===== src/rtl/tx_cnt_pkg.sv =====
// Shared types, default frame-size constants and helpers for the TX frame byte counter.
package tx_cnt_pkg;

  // Counter FSM: waiting for a start of frame, or accumulating a frame.
  typedef enum logic [0:0] {
    ST_IDLE  = 1'b0,
    ST_COUNT = 1'b1
  } state_e;

  // Ethernet frame-size limits, not counting the FCS.
  localparam int ETH_MIN_LEN = 60;
  localparam int ETH_MAX_LEN = 1514;

  // Caps a per-beat byte count at the datapath width. Oversized values are
  // treated as a full beat and are not an error.
  function automatic int unsigned clamp_bytes(input int unsigned bytes,
                                              input int unsigned lanes);
    return (bytes > lanes) ? lanes : bytes;
  endfunction

endpackage


===== src/rtl/tx_frame_byte_counter_sat_add.sv =====
// Combinational saturating adder: running count plus one beat's byte count.
module sat_add #(
  parameter int CNT_W  = 16,
  parameter int LANE_W = 4
) (
  input  logic [CNT_W-1:0]  a,
  input  logic [LANE_W-1:0] b,
  output logic [CNT_W-1:0]  sum,
  output logic              ovf
);

  logic [CNT_W:0] full_sum;

  // Add one bit wider than the count; if the carry is set, pin the sum at all-ones.
  always_comb begin
    full_sum = {1'b0, a} + (CNT_W + 1)'(b);
    ovf      = full_sum[CNT_W];
    sum      = ovf ? '1 : full_sum[CNT_W-1:0];
  end

endmodule


===== src/rtl/tx_frame_byte_counter.sv =====
// Per-frame TX byte counter. Accumulates a variable number of bytes per beat,
// saturates rather than wrapping, and at end of frame latches the length
// together with the pad, undersize and oversize information.
//
// Beat handshake: a beat is taken on every rising edge where VALID=1. There is
// no back-pressure. SOF, EOF and BYTES are ignored when VALID=0. ABORT acts
// whether VALID is high or low, and it discards any beat in the same cycle.
module tx_frame_byte_counter
  import tx_cnt_pkg::*;
#(
  parameter  int CNT_W   = 16,
  parameter  int LANES   = 8,
  parameter  int MIN_LEN = ETH_MIN_LEN,
  parameter  int MAX_LEN = ETH_MAX_LEN,
  localparam int LANE_W  = $clog2(LANES + 1)
) (
  input  logic              CLK,
  input  logic              RESET,
  input  logic              VALID,
  input  logic              SOF,
  input  logic              EOF,
  input  logic [LANE_W-1:0] BYTES,
  input  logic              ABORT,
  output logic [CNT_W-1:0]  BYTE_COUNTER,
  output logic [CNT_W-1:0]  FRAME_LEN,
  output logic [CNT_W-1:0]  PAD_BYTES,
  output logic              LEN_VALID,
  output logic              UNDERSIZE,
  output logic              OVERSIZE,
  output logic              SATURATED,
  output logic              PROTO_ERR
);

  state_e             state_q, state_d;
  logic [CNT_W-1:0]   cnt_q, cnt_d;
  logic               sat_q, sat_d;
  logic [CNT_W-1:0]   frame_len_q, frame_len_d;
  logic [CNT_W-1:0]   pad_q, pad_d;
  logic               len_valid_q, len_valid_d;
  logic               under_q, under_d;
  logic               over_q, over_d;
  logic               proto_err_q, proto_err_d;

  logic [LANE_W-1:0]  eff;
  logic [CNT_W-1:0]   add_sum;
  logic               add_ovf;
  logic               do_latch;
  logic [CNT_W-1:0]   latch_len;
  logic               latch_sat;

  // Bytes this beat actually contributes, limited to the datapath width.
  always_comb begin
    eff = LANE_W'(clamp_bytes(32'(BYTES), 32'(LANES)));
  end

  sat_add #(
    .CNT_W  (CNT_W),
    .LANE_W (LANE_W)
  ) u_sat_add (
    .a   (cnt_q),
    .b   (eff),
    .sum (add_sum),
    .ovf (add_ovf)
  );

  // Next-state logic: framing FSM, running count, and the end-of-frame latch.
  always_comb begin
    state_d     = state_q;
    cnt_d       = cnt_q;
    sat_d       = sat_q;
    frame_len_d = frame_len_q;
    pad_d       = pad_q;
    under_d     = under_q;
    over_d      = over_q;
    len_valid_d = 1'b0;
    proto_err_d = 1'b0;
    do_latch    = 1'b0;
    latch_len   = '0;
    latch_sat   = 1'b0;

    if (ABORT) begin
      state_d = ST_IDLE;
      cnt_d   = '0;
      sat_d   = 1'b0;
    end else if (VALID) begin
      if (SOF) begin
        // A SOF received inside a frame drops the old frame and starts a new one.
        proto_err_d = (state_q == ST_COUNT);
        cnt_d       = CNT_W'(eff);
        sat_d       = 1'b0;
        if (EOF) begin
          do_latch  = 1'b1;
          latch_len = CNT_W'(eff);
          state_d   = ST_IDLE;
        end else begin
          state_d   = ST_COUNT;
        end
      end else if (state_q == ST_IDLE) begin
        // Data received outside a frame is dropped.
        proto_err_d = 1'b1;
      end else begin
        cnt_d = add_sum;
        sat_d = sat_q | add_ovf;
        if (EOF) begin
          do_latch  = 1'b1;
          latch_len = add_sum;
          latch_sat = sat_q | add_ovf;
          state_d   = ST_IDLE;
        end
      end
    end

    if (do_latch) begin
      len_valid_d = 1'b1;
      frame_len_d = latch_len;
      under_d     = (int'(latch_len) < MIN_LEN);
      pad_d       = under_d ? CNT_W'(MIN_LEN - int'(latch_len)) : '0;
      over_d      = latch_sat || (int'(latch_len) > MAX_LEN);
    end
  end

  // State and output registers. The reset is synchronous and clears everything.
  always_ff @(posedge CLK) begin
    if (RESET) begin
      state_q     <= ST_IDLE;
      cnt_q       <= '0;
      sat_q       <= 1'b0;
      frame_len_q <= '0;
      pad_q       <= '0;
      len_valid_q <= 1'b0;
      under_q     <= 1'b0;
      over_q      <= 1'b0;
      proto_err_q <= 1'b0;
    end else begin
      state_q     <= state_d;
      cnt_q       <= cnt_d;
      sat_q       <= sat_d;
      frame_len_q <= frame_len_d;
      pad_q       <= pad_d;
      len_valid_q <= len_valid_d;
      under_q     <= under_d;
      over_q      <= over_d;
      proto_err_q <= proto_err_d;
    end
  end

  assign BYTE_COUNTER = cnt_q;
  assign FRAME_LEN    = frame_len_q;
  assign PAD_BYTES    = pad_q;
  assign LEN_VALID    = len_valid_q;
  assign UNDERSIZE    = under_q;
  assign OVERSIZE     = over_q;
  assign SATURATED    = sat_q;
  assign PROTO_ERR    = proto_err_q;

endmodule


===== config.mk =====
export PLATFORM = sky130hd
export DESIGN_NAME = tx_frame_byte_counter
export DESIGN_NICKNAME = d
export VERILOG_FILES = /design/src/rtl/tx_cnt_pkg.sv /design/src/rtl/tx_frame_byte_counter_sat_add.sv /design/src/rtl/tx_frame_byte_counter.sv
export SDC_FILE = /design/constraint.sdc
export NUM_CORES = 1
export LEC_CHECK = 0
export CAP_MARGIN = 40
export CELL_PAD_IN_SITES_DETAIL_PLACEMENT = 1
export CELL_PAD_IN_SITES_GLOBAL_PLACEMENT = 2
export CORE_MARGIN = 2
export CORE_UTILIZATION = 29
export DETAILED_ROUTE_END_ITERATION = 12
export PLACE_DENSITY = 0.75
export SYNTH_ARGS = -nofsm -noshare
export SYNTH_HDL_FRONTEND = slang
export SYNTH_SLANG_ARGS = --single-unit

===== constraint.sdc =====
create_clock -name CLK -period 4.9 [get_ports CLK]
set_clock_uncertainty 0.2 [all_clocks]
set_input_delay 0.98 -clock CLK [delete_from_list [all_inputs] [get_ports CLK]]
set_output_delay 0.98 -clock CLK [all_outputs]
set_load 0.01 [all_outputs]

==> results of run 1 <==
-- flip-flops by register name, indices dropped and copies added, names as in the netlist --
register	flops
UNDERSIZE	1
state_q	1
OVERSIZE	1
PAD_BYTES	16
PROTO_ERR	1
LEN_VALID	1
BYTE_COUNTER	16
SATURATED	1
FRAME_LEN	16
-- synth_stat cells (all sizes together) (3+ instances only) --
cell and n:
nor2b 8, a21oi 33, o31ai 4, dfxtp 54, nand4 8, nand3 12
o21ai 17, a21o 4, nand4b 3, nand2 39, a211oi 5, a22oi 13
ha 7, and4 3, nor3 10, inv 6, buf 4, nand2b 3
or2 4, xor2 4, o211ai 6, and2 10, or3 5, clkbuf 16
nor2 28
-- final cells by class --
| type | count | area [sq um] |
|---|---|---|
| Clock inverter | 3 | 48.8 |
| Timing Repair Buffer | 70 | 681 |
| Clock buffer | 5 | 68.8 |
| Inverter | 6 | 22.5 |
| Fill cell | 1154 | 5930 |
| Sequential cell | 54 | 1080 |
| Tap cell | 133 | 166 |
| Multi-Input combinational cell | 264 | 1680 |
-- per-stage QoR --
step                util, %  worst slack [ns]
global route           38.7             0.232
CTS                    38.7             0.496
finish                 38.7             0.511
detailed placement     37.5             0.173
global placement       37.5             0.263
floorplan                 -              1.15
-- path summary, 6_finish.rpt --
kind	startpoint	endpoint	slack (ns)	cells past startpoint
max reg2reg	BYTE_COUNTER[0]	PAD_BYTES[2]	1.58	9
min reg2reg	PAD_BYTES[4]	PAD_BYTES[4]	0.25	2
max	BYTES[3]	PAD_BYTES[2]	0.51	11
min	PAD_BYTES[4]	PAD_BYTES[4]	0.25	2
-- layout by cell type, fill, tap and decap left out, types with 4 or more instances in the layout --
cell type / instances
nor3_1: 9
or2_2: 4
o21ai_1: 8
nand2_1: 39
nand3_1: 12
o211ai_1: 5
or3_1: 4
o21ai_0: 9
and2_1: 10
clkdlybuf4s50_1: 62
clkbuf_8: 5
nor2b_1: 8
a21o_1: 4
a21oi_1: 33
nor2_1: 28
xor2_1: 4
a22oi_1: 13
dfxtp_1: 54
nand4_1: 6
inv_1: 6
buf_4: 8
ha_1: 7
-- power by group through the flow --
stage               Combinational [uW]  Clock, uW  Sequential [uW]
global placement                  71.8          0              455
global route                      79.9        356              446
finish                            72.4        328              445
floorplan                         38.3          0              456
detailed placement                72.1          0              455
CTS                               72.6        336              445
-- routing by layer --
| metal | routed length, um | vias up |
|---|---|---|
| met4 | 106 | 0 |
| met2 | 4380 | 59 |
| met3 | 391 | 7 |
| li1 | - | 1379 |
| met5 | 0 | - |
| met1 | 4640 | 1358 |
-- kinds of logic (layout without fill, tap and decap cells) --
family          after synthesis  after routing
fa+ha+maj                     8              8
buf+inv                      26             84
simple gates                144            144
compound gates              103            103
flops                        54             54
mux                           3              3
xor+xnor                      6              6
-- worst max-delay path: stages --
cell and delay (ns):
clkdlybuf4s50_1 0.64, nor2b_1 0.13, ha_1 0.25, fa_1 0.45, a211oi_4 0.36, nor2_1 0.19
nand2_1 0.29, nand3_1 0.27, o41ai_4 0.48, nand4_2 0.22, o21ai_1 0.18
==> summary.txt, run 1 <==
Run status
  • Status: finished, final reports clean

Cells and area
  • Final net count: 419
  • Final Non-Filler Cells: 535
  • Post-route cell area: 3750 sq um
  • Diodes inserted: 0
  • Syn-to-layout area delta: 30.8%
  • Share of cells above drive strength 1: 7.96%

Timing
  • Final setup viols: 0
  • Fin crit period: 4.39 ns
  • Post-route setup TNS: 0 ns
  • Worst slew margin: 42.4%
  • Fin. Hold Viols: 0
  • Fmax: 228 MHz
  • Fin crit share: 89.6%
  • Max-slew violations: 0
  • Slew of the pin with the lowest slew margin: 0.861 ns
  • Setup repair after global routing missed its margin: false
  • Hold_ws: 0.249 ns

Worst setup path
  • CP max FO: 7
  • CP Class: in -> reg
  • Crit path launch type: primary input
  • CP Capture Type: flip-flop
  • Worst endpoint data arrival time: 4.44 ns
  • Worst EP required: 4.95 ns

Floorplanning
  • Starting Density: 29.6%
  • Die H: 103 um
  • Die area: 10700 sq um
  • Die W: 103 um
  • CORE AREA: 9680 sq um
  • Site row count: 36
  • # IOs: 63

Drt
  • First-pass DRT Iterations: 6
  • Vias: 2803
  • Iter 0 DRT Violations: 148
  • DR WL/cell: 17.8 um
  • Remaining DRCs: 0
  • Via density: 5.24
  • Final WL: 9530 um
  • Final ANT Viol Nets: 0

Global route
  • Grt met2 use: 29.2%
  • Largest net degree at the start of global routing: 23
  • GR peak layer: met2
  • Grt ovf: 0
  • First-pass GRT wire length: 15100 um
  • Initial antenna violation count: 0
  • Gr usage total: 18.6%
  • GR Util met1: 26.5%
  • Vias in the first global route: 2689
  • Routing usage on met3: 3.29%

Synth
  • Ys Warns: 0
  • Number of synthesized register bits: 54
  • Top_reg_cell synth: dfxtp_1
  • Post-synth net total: 362
  • Post-synth EDFFs: 0
  • Post-Synth Adder-Cell Area: 3.75%
  • Post-Synth Simple-Gate Area: 26.8%
  • Syn Inst Count: 344
  • Yosys top cell area share: 37.7%
  • Largest family of logic cells by synthesized area: simple AND/OR/NAND/NOR gates
  • XOR/XNOR Fraction of Synth Area: 1.83%
  • Synthesized area per cell: 8.34 sq um
  • Synthesized area: 2870 sq um
  • Multiplexer share of the synthesized area: 1.13%
  • Seq/Total Area, Yosys: 37.7%
  • Synth Area in Compound Gates: 25.1%
  • Distinct cells, synth: 63
  • Synth area leaders: dfxtp_1 38%, a21oi_1 5.8%, nand2_1 5.1%, nor2_1 3.7%, a22oi_1 3.4%
  • Ys async rst share: 0%
  • Post-synth top area cell: dfxtp_1

Min path
  • HP Class: reg -> reg

Placement
  • HPWL Detailed: 6900 um
  • Gpl congestion: 0.825
  • Placed insts: 527
  • Placed cell areas: 3630 sq um
  • Buffers added on ports: 62

Clock network
  • Clk buf depth: 2
  • H-tree depth: 2
  • Worst skew pair latency: 0.32 ns
  • Post_cts resized: 0
  • Root buffer cell: clkbuf_8
  • Reg clk slew, reported paths: 0.10 ns
  • Hold_buf cts: 0
  • CTS tree: built
  • Total CTS buffers: 5
  • Post-CTS setup repair buffer count: 0
  • Clk sink count: 54

Flow run
  • Max cap viols: 0

Power
  • PwrDens: 225 nW/um^2
  • Sequential power share: 52.6%
  • Comb power frac: 8.6%
  • Total Power Consumption: 845 uW
  • Clock power share: 38.8%
  • Pleak: 0.00126 uW
  • Sw Ratio: 25.8%
  • Internal power: 627 uW
  • Max IR drop VDD: 0.136 mV
  • P_sw: 218 uW
(Power assumes the default switching activity.)
==> inputs of run 2 (changes only) <==
- RECOVER_POWER: not set -> 100
==> run 2 against run 1 <==
  * Via count decreased by 0.36%
  * Sequential cell count unchanged
  * Hold slack got worse by 0.0025 ns
  * Sequential share of layout area increased by 0.16 points
  * Clock power decreased by 1%
  * Critical path type unchanged
  * Critical endpoint is now PAD_BYTES[4]
  * Largest cell class unchanged
  * Highest routed layer unchanged
==> summary.txt, run 2 (synthesized netlist as in run 1, its figures left out) <==
Run status
  • Status: finished, final reports clean

Timing
  • Fmax: 221 MHz (-3.2%)
  • Fin crit period: 4.53 ns (+0.145 ns)
  • Final setup viols: 0 (unchanged)
  • Setup repair after global routing missed its margin: false
  • Fin crit share: 92.5% (+3.0 points)
  • Final worst slack: 0.367 ns (-0.145 ns)
  • Post-route setup TNS: 0 ns (unchanged)
  • Max-slew violations: 0 (unchanged)
  • Worst slew margin: 15.3% (-27 points)
  • Fin. Hold Viols: 0 (unchanged)
  • Slew of the pin with the lowest slew margin: 1.27 ns (+0.409 ns)

Cells and area
  • Syn-to-layout area delta: 30.1%
  • Final net count: 419 (unchanged)
  • Diodes inserted: 0 (unchanged)
  • Commonest non-fill, non-tap cell in the layout: dlygate4sd3_1
  • Share of cells above drive strength 1: 5.97% (-2.0 points)
  • Final Non-Filler Cells: 535 (unchanged)
  • Most frequent cells in the layout: 56 x dlygate4sd3_1, 54 x dfxtp_1, 39 x nand2_1, 33 x a21oi_1, 28 x nor2_1

Drt
  • Final ANT Viol Nets: 0 (unchanged)
  • Vias: 2793 (-0.36%)
  • DR WL/cell: 17.6 um (-1.1%)
  • Final WL: 9420 um (-1.1%)
  • Iter 0 DRT Violations: 106 (-28%)
  • Remaining DRCs: 0 (unchanged)
  • First-pass DRT Iterations: 4 (-2)
  • Via density: 5.22 (-0.36%)

Global route
  • Largest net degree at the start of global routing: 23 (unchanged)
  • Vias in the first global route: 2689 (unchanged)
  • Grt ovf: 0 (unchanged)
  • Gr usage total: 18.6% (unchanged)
  • First-pass GRT wire length: 15100 um (unchanged)
  • Initial antenna violation count: 0 (unchanged)

Clock network
  • Worst skew pair latency: 0.32 ns (about the same)
  • Clk buf depth: 2 (unchanged)
  • Hold_buf cts: 0 (unchanged)
  • Clk sink count: 54 (unchanged)
  • Total CTS buffers: 5 (unchanged)
  • Reg clk slew, reported paths: 0.10 ns (about the same)
  • CTS tree: built
  • Post-CTS setup repair buffer count: 0 (unchanged)
  • H-tree depth: 2 (unchanged)
  • Root buffer cell: clkbuf_8
  • Post_cts resized: 0 (unchanged)

Worst setup path
  • Max incr delay on CP: 0.71 ns (+0.07 ns)
  • Flop2flop setup slack: 1.52 ns (-0.06 ns)
  • RR Startpoint: BYTE_COUNTER[0]
  • Critical R2R Capture: PAD_BYTES[4]
  • CP max-delay cell: dlygate4sd3_1
  • WP buf/inv: 1 (unchanged)
  • CP Capture Type: flip-flop
  • CP max FO: 6 (-1)
  • Worst endpoint data arrival time: 4.58 ns (+0.14 ns)
  • Worst EP required: 4.94 ns (about the same)
  • Top delay family on crit path: compound AO/OA/AOI/OAI gates
  • CP cell instances: dlygate4sd3_1 -> nor2b_1 -> ha_1 -> fa_1 -> a211oi_4 -> nor3_1 -> mux2_1 -> or3_1 -> o41ai_4 -> nand4_2 -> o21ai_0
  • Worst Reg2Reg Path Length in Cells: 9 (unchanged)
  • CP Class: in -> reg
  • Crit path launch type: primary input

Power
  • Max IR drop VDD: 0.135 mV (-0.70%)
  • Clock power share: 38.6% (-0.2 points)
  • Sw Ratio: 25.5% (-0.38 points)
  • Internal power: 624 uW (-0.38%)
  • P_sw: 213 uW (-2.3%)
  • Total Power Consumption: 838 uW (-0.88%)
  • Sequential power share: 53.1% (+0.5 points)
  • PwrDens: 225 nW/um^2 (-0.31%)
  • Comb power frac: 8.3% (-0.3 points)
  • Pleak: 0.00144 uW (+14%)

Flow run
  • Max cap viols: 0 (unchanged)

Min path
  • Hold EP: PAD_BYTES[3]
  • Worst Hold Depth: 2 (unchanged)
  • HP Class: reg -> reg
  • Hold wc startpoint: PAD_BYTES[3]

Placement
  • Gpl congestion: 0.825 (unchanged)
  • Placed insts: 527 (unchanged)
  • HPWL Detailed: 6900 um (unchanged)
  • Post-placement setup slack: 0.173 ns (unchanged)
  • Buffers added on ports: 62 (unchanged)

Floorplanning
  • Starting Density: 29.6% (unchanged)
  • Die W: 103 um (unchanged)
  • Die H: 103 um (unchanged)
  • # IOs: 63 (unchanged)
  • Site row count: 36 (unchanged)
  • CORE AREA: 9680 sq um (unchanged)
  • Die area: 10700 sq um (unchanged)
## run 2: cell count changes in the layout (fill, tap and decap cells not counted), sizes merged
cell           change
clkdlybuf4s50     -56
dlygate4sd3       +56
buf                -3
clkbuf             +3
## run 2: worst max-delay path by stage
stage             start           end  slack, ns  cells past startpoint
6_report       BYTES[3]  PAD_BYTES[4]       0.37                     11
5_1_grt        BYTES[3]  PAD_BYTES[2]       0.12                     11
4_1_cts        BYTES[3]  PAD_BYTES[5]       0.50                     11
3_5_place_dp   BYTES[3]  PAD_BYTES[5]       0.17                     11
3_3_place_gp   BYTES[3]  PAD_BYTES[4]       0.26                     11
2_1_floorplan  BYTES[0]  PAD_BYTES[2]       1.15                     10
## run 2: area by class of cell
| type | instances | area [sq um] |
|---|---|---|
| clock inverters | 3 | 48.8 |
| well taps | 133 | 166 |
| inverters | 6 | 22.5 |
| clock buffers | 5 | 68.8 |
| fillers | 1159 | 5950 |
| flip-flops and latches | 54 | 1080 |
| repair buffers | 70 | 669 |
| multi-input cells | 264 | 1670 |
## run 2: power groups by stage
stage / clock network [uW] / registers (uW) / logic [uW]
floorplan: 0 / 456 / 38.3
global placement: 0 / 455 / 71.8
finish: 324 / 445 / 69.3
CTS: 336 / 445 / 72.6
global route: 356 / 446 / 77.5
detailed placement: 0 / 455 / 72.1
## run 2: metal layers
metal	part of all wire [%]	up-vias	wire length [um]	track usage, %
met5	0	-	0	0
met4	1.3	0	121	4.25
met3	4.5	8	428	3.29
met2	47	64	4420	29.2
met1	47	1339	4450	26.5
li1	-	1382	-	-
## run 2: stage by stage
step	utilization (%)	hold slack (ns)	instance area [sq um]
after floorplan	-	0.270	2870
after global placement	37.5	0.240	3630
after global routing	38.5	0.278	3730
final	38.5	0.246	3730
after detailed placement	37.5	0.238	3630
after CTS	38.7	0.253	3750
## run 2: worst reg2reg max path: cells and delay by family, from the launching register on
| family | cells | cell delay, ns |
|---|---|---|
| AOI/OAI and AO/OA | 3 | 0.93 |
| adders and majority gates | 2 | 0.70 |
| DFF | 1 | 0.35 |
| muxes | 1 | 0.38 |
| and+or+nand+nor | 3 | 0.73 |
==> inputs of run 3 (changes only) <==
- ABC_AREA: not set -> 1
- CORE_UTILIZATION: 29 -> 27
==> run 3 against run 2 <==
  * Setup slack improved by 0.28 ns
  * Clock power decreased by 14%
  * Core utilization decreased by 3.2 points
  * Die area increased by 11%
  * Sequential cell count unchanged
  * Synthesized area increased by 3.8%
  * Largest power group unchanged
==> summary.txt, run 3 <==
Run status
  • Status: finished, final reports clean

Placement
  • Placed cell areas: 3750 sq um (+3.1%)
  • Placed insts: 649 (+23%)
  • Buffers added on ports: 62 (unchanged)
  • Gpl congestion: 0.820 (-0.55%)
  • HPWL Detailed: 7370 um (+6.9%)

Worst setup path
  • Crit path launch type: primary input
  • Max incr delay on CP: 0.64 ns (-0.07 ns)
  • Worst EP required: 4.96 ns (+0.02 ns)
  • CP max FO: 13 (+7)
  • Most frequent cell on the critical path: nand2_1
  • Top delay family on crit path: simple AND/OR/NAND/NOR gates
  • WP buf/inv: 2 (+1)
  • CP Class: in -> reg
  • CP Capture Type: flip-flop
  • CP cell instances: dlygate4sd3_1 -> nor2_1 -> ha_1 -> fa_1 -> nand2_1 -> nand2_1 -> nand2_4 -> nor2_8 -> nand2_4 -> nand2_1 -> nand3_1 -> nand2_1 -> inv_1 -> ha_1 -> nand3_1 -> nor2_1 -> nand2_1 -> nand3_1 -> nor2_4 -> nand3_1 -> a21oi_1
  • CP max-delay cell: dlygate4sd3_1
  • Worst endpoint data arrival time: 4.31 ns (-0.27 ns)

Synth
  • Syn Inst Count: 457 (+33%)
  • Post-synth top area cell: dfxtp_1
  • Post-synth EDFFs: 0 (unchanged)
  • Distinct cells, synth: 31 (-51%)
  • Top_reg_cell synth: dfxtp_1
  • Most common cell in the synthesized netlist: nand2_1
  • Post-synth net total: 475 (+31%)
  • Yosys top cell area share: 36.3% (-1.4 points)
  • Number of synthesized register bits: 54 (unchanged)
  • Ys Warns: 0 (unchanged)
  • Ys async rst share: 0% (unchanged)
  • Synth top cells by count: 137 x nand2_1, 54 x dfxtp_1, 52 x inv_1
  • Seq/Total Area, Yosys: 36.3% (-1.4 points)
  • Synthesized area: 2980 sq um (+3.8%)
  • Synth area leaders: dfxtp_1 36%, nand2_1 17%, nand3_1 7.2%, inv_1 6.6%, a21oi_1 6.1%
  • Synthesized area per cell: 6.51 sq um (-22%)

Clock network
  • Hold_buf cts: 0 (unchanged)
  • H-tree depth: 2 (unchanged)
  • Reg clk slew, reported paths: 0.11 ns (about the same)
  • Root buffer cell: clkbuf_8
  • Total CTS buffers: 5 (unchanged)
  • Clk sink count: 54 (unchanged)
  • CTS tree: built
  • Post_cts resized: 0 (unchanged)
  • Post-CTS setup repair buffer count: 0 (unchanged)
  • Clk buf depth: 2 (unchanged)
  • Worst skew pair latency: 0.32 ns (about the same)

Floorplanning
  • CORE AREA: 10800 sq um (+11%)
  • Starting Density: 27.6% (-2.0 points)
  • Die W: 109 um (+5.4%)
  • Die H: 109 um (+5.4%)
  • Site row count: 38 (+5.6%)
  • Die area: 11900 sq um (+11%)
  • # IOs: 63 (unchanged)

Min path
  • HP Class: reg -> reg

Cells and area
  • Fillers: 1386 (+20%)
  • Post-route cell area: 3810 sq um (+2.3%)
  • Diodes inserted: 0 (unchanged)
  • Syn-to-layout area delta: 28.2%
  • Final net count: 534 (+27%)
  • Most frequent cells in the layout: 139 x nand2_1, 56 x dlygate4sd3_1, 54 x dfxtp_1, 53 x inv_1, 46 x nand3_1
  • Final Non-Filler Cells: 657 (+23%)
  • Share of cells above drive strength 1: 6.19% (+0.22 points)
  • Commonest non-fill, non-tap cell in the layout: nand2_1
  • Final design utilization: 35.3% (-3.2 points)

Global route
  • First-pass GRT wire length: 15700 um (+4.5%)
  • Largest net degree at the start of global routing: 35 (+52%)
  • Initial antenna violation count: 0 (unchanged)
  • Vias in the first global route: 3180 (+18%)
  • Gr usage total: 16.6% (-1.9 points)
  • Grt ovf: 0 (unchanged)

Timing
  • Fmax: 235 MHz (+6.5%)
  • Final setup viols: 0 (unchanged)
  • Max-slew violations: 0 (unchanged)
  • Fin crit period: 4.26 ns (-0.278 ns)
  • Hold_ws: 0.243 ns (-0.00327 ns)
  • Fin. Hold Viols: 0 (unchanged)
  • Setup repair after global routing missed its margin: false
  • Fin crit share: 86.8% (-5.7 points)
  • Worst slew margin: 4.25% (-11 points)
  • Post-route setup TNS: 0 ns (unchanged)
  • Slew of the pin with the lowest slew margin: 1.44 ns (+0.166 ns)

Power
  • P_sw: 238 uW (+12%)
  • Clock power share: 33.5% (-5.1 points)
  • Sequential power share: 55.1% (+2.0 points)
  • PwrDens: 217 nW/um^2 (-3.4%)
  • Internal power: 589 uW (-5.6%)
  • Max IR drop VDD: 0.117 mV (-13%)
  • Pleak: 0.00183 uW (+28%)
  • Sw Ratio: 28.8% (+3.3 points)
  • Comb power frac: 11.4% (+3.1 points)

Drt
  • Final ANT Viol Nets: 0 (unchanged)
  • Final WL: 9480 um (+0.55%)
  • DR WL/cell: 14.4 um (-18%)
  • First-pass DRT Iterations: 4 (unchanged)
  • Via density: 4.68 (-10%)
  • Remaining DRCs: 0 (unchanged)
  • Iter 0 DRT Violations: 82 (-23%)
  • Vias: 3074 (+10%)

Flow run
  • Max cap viols: 0 (unchanged)
## run 3: through the flow
stage / setup WS (ns) / power [uW]
floorplan: 1.43 / 520
global placement: 0.586 / 565
detailed placement: 0.421 / 567
CTS: 0.747 / 850
global route: 0.229 / 874
finish: 0.645 / 828
## run 3: cell families (layout without fill, tap and decap cells)
family,count (synthesis),in the layout,synth area share (%)
AO/OA/AOI/OAI,66,66,11.6
flip-flops,54,54,36.3
adder cells (fa/ha/maj),8,8,3.62
AND/OR/NAND/NOR,254,254,38.2
buffers and inverters,72,132,9.38
XOR/XNOR,3,3,0.883
## run 3: routing by layer
metal | wire length [um] | global-route usage [%] | up-vias | part of all wire, %
met2 | 4720 | 29.6 | 42 | 50
met1 | 4480 | 22.1 | 1451 | 47
met3 | 227 | 2.15 | 5 | 2.4
met5 | 0 | 0 | - | 0
li1 | - | - | 1576 | -
met4 | 52 | 1.92 | 0 | 0.55
## run 3: final timing paths
| check | endpoint | slack, ns | from | cells past startpoint |
|---|---|---|---|---|
| hold / removal | PAD_BYTES[13] | 0.24 | PAD_BYTES[13] | 2 |
| setup / recovery | PAD_BYTES[1] | 0.64 | BYTES[3] | 21 |
| hold reg to reg | PAD_BYTES[13] | 0.24 | PAD_BYTES[13] | 2 |
| setup reg to reg | PAD_BYTES[1] | 1.75 | BYTE_COUNTER[0] | 18 |
## run 3: layout make-up
cell class	instances	area, sq um	share of cell area [%]
multi-input combinational	331	1590	41.8
inverter	57	214	5.61
tap	140	175	4.59
sequential	54	1080	28.3
timing repair buffer	67	654	17.2
clock buffer	5	68.8	1.80
clock inverter	3	28.8	0.754
## run 3: power groups by stage
stage	Sequential, uW	Clock, uW	Combinational, uW
detailed placement	467	0	100
CTS	457	293	100
global route	458	309	107
floorplan	468	0	52.1
global placement	467	0	98.2
finish	456	278	94.2
## run 3: worst register-to-register path: cells and delay by family, from the launching register on
kind	cells	cell delay (ns)
buffers and inverters	2	0.22
adder cells (fa/ha/maj)	3	0.90
AND/OR/NAND/NOR	12	1.26
flip-flops	1	0.35
AO/OA/AOI/OAI	1	0.13
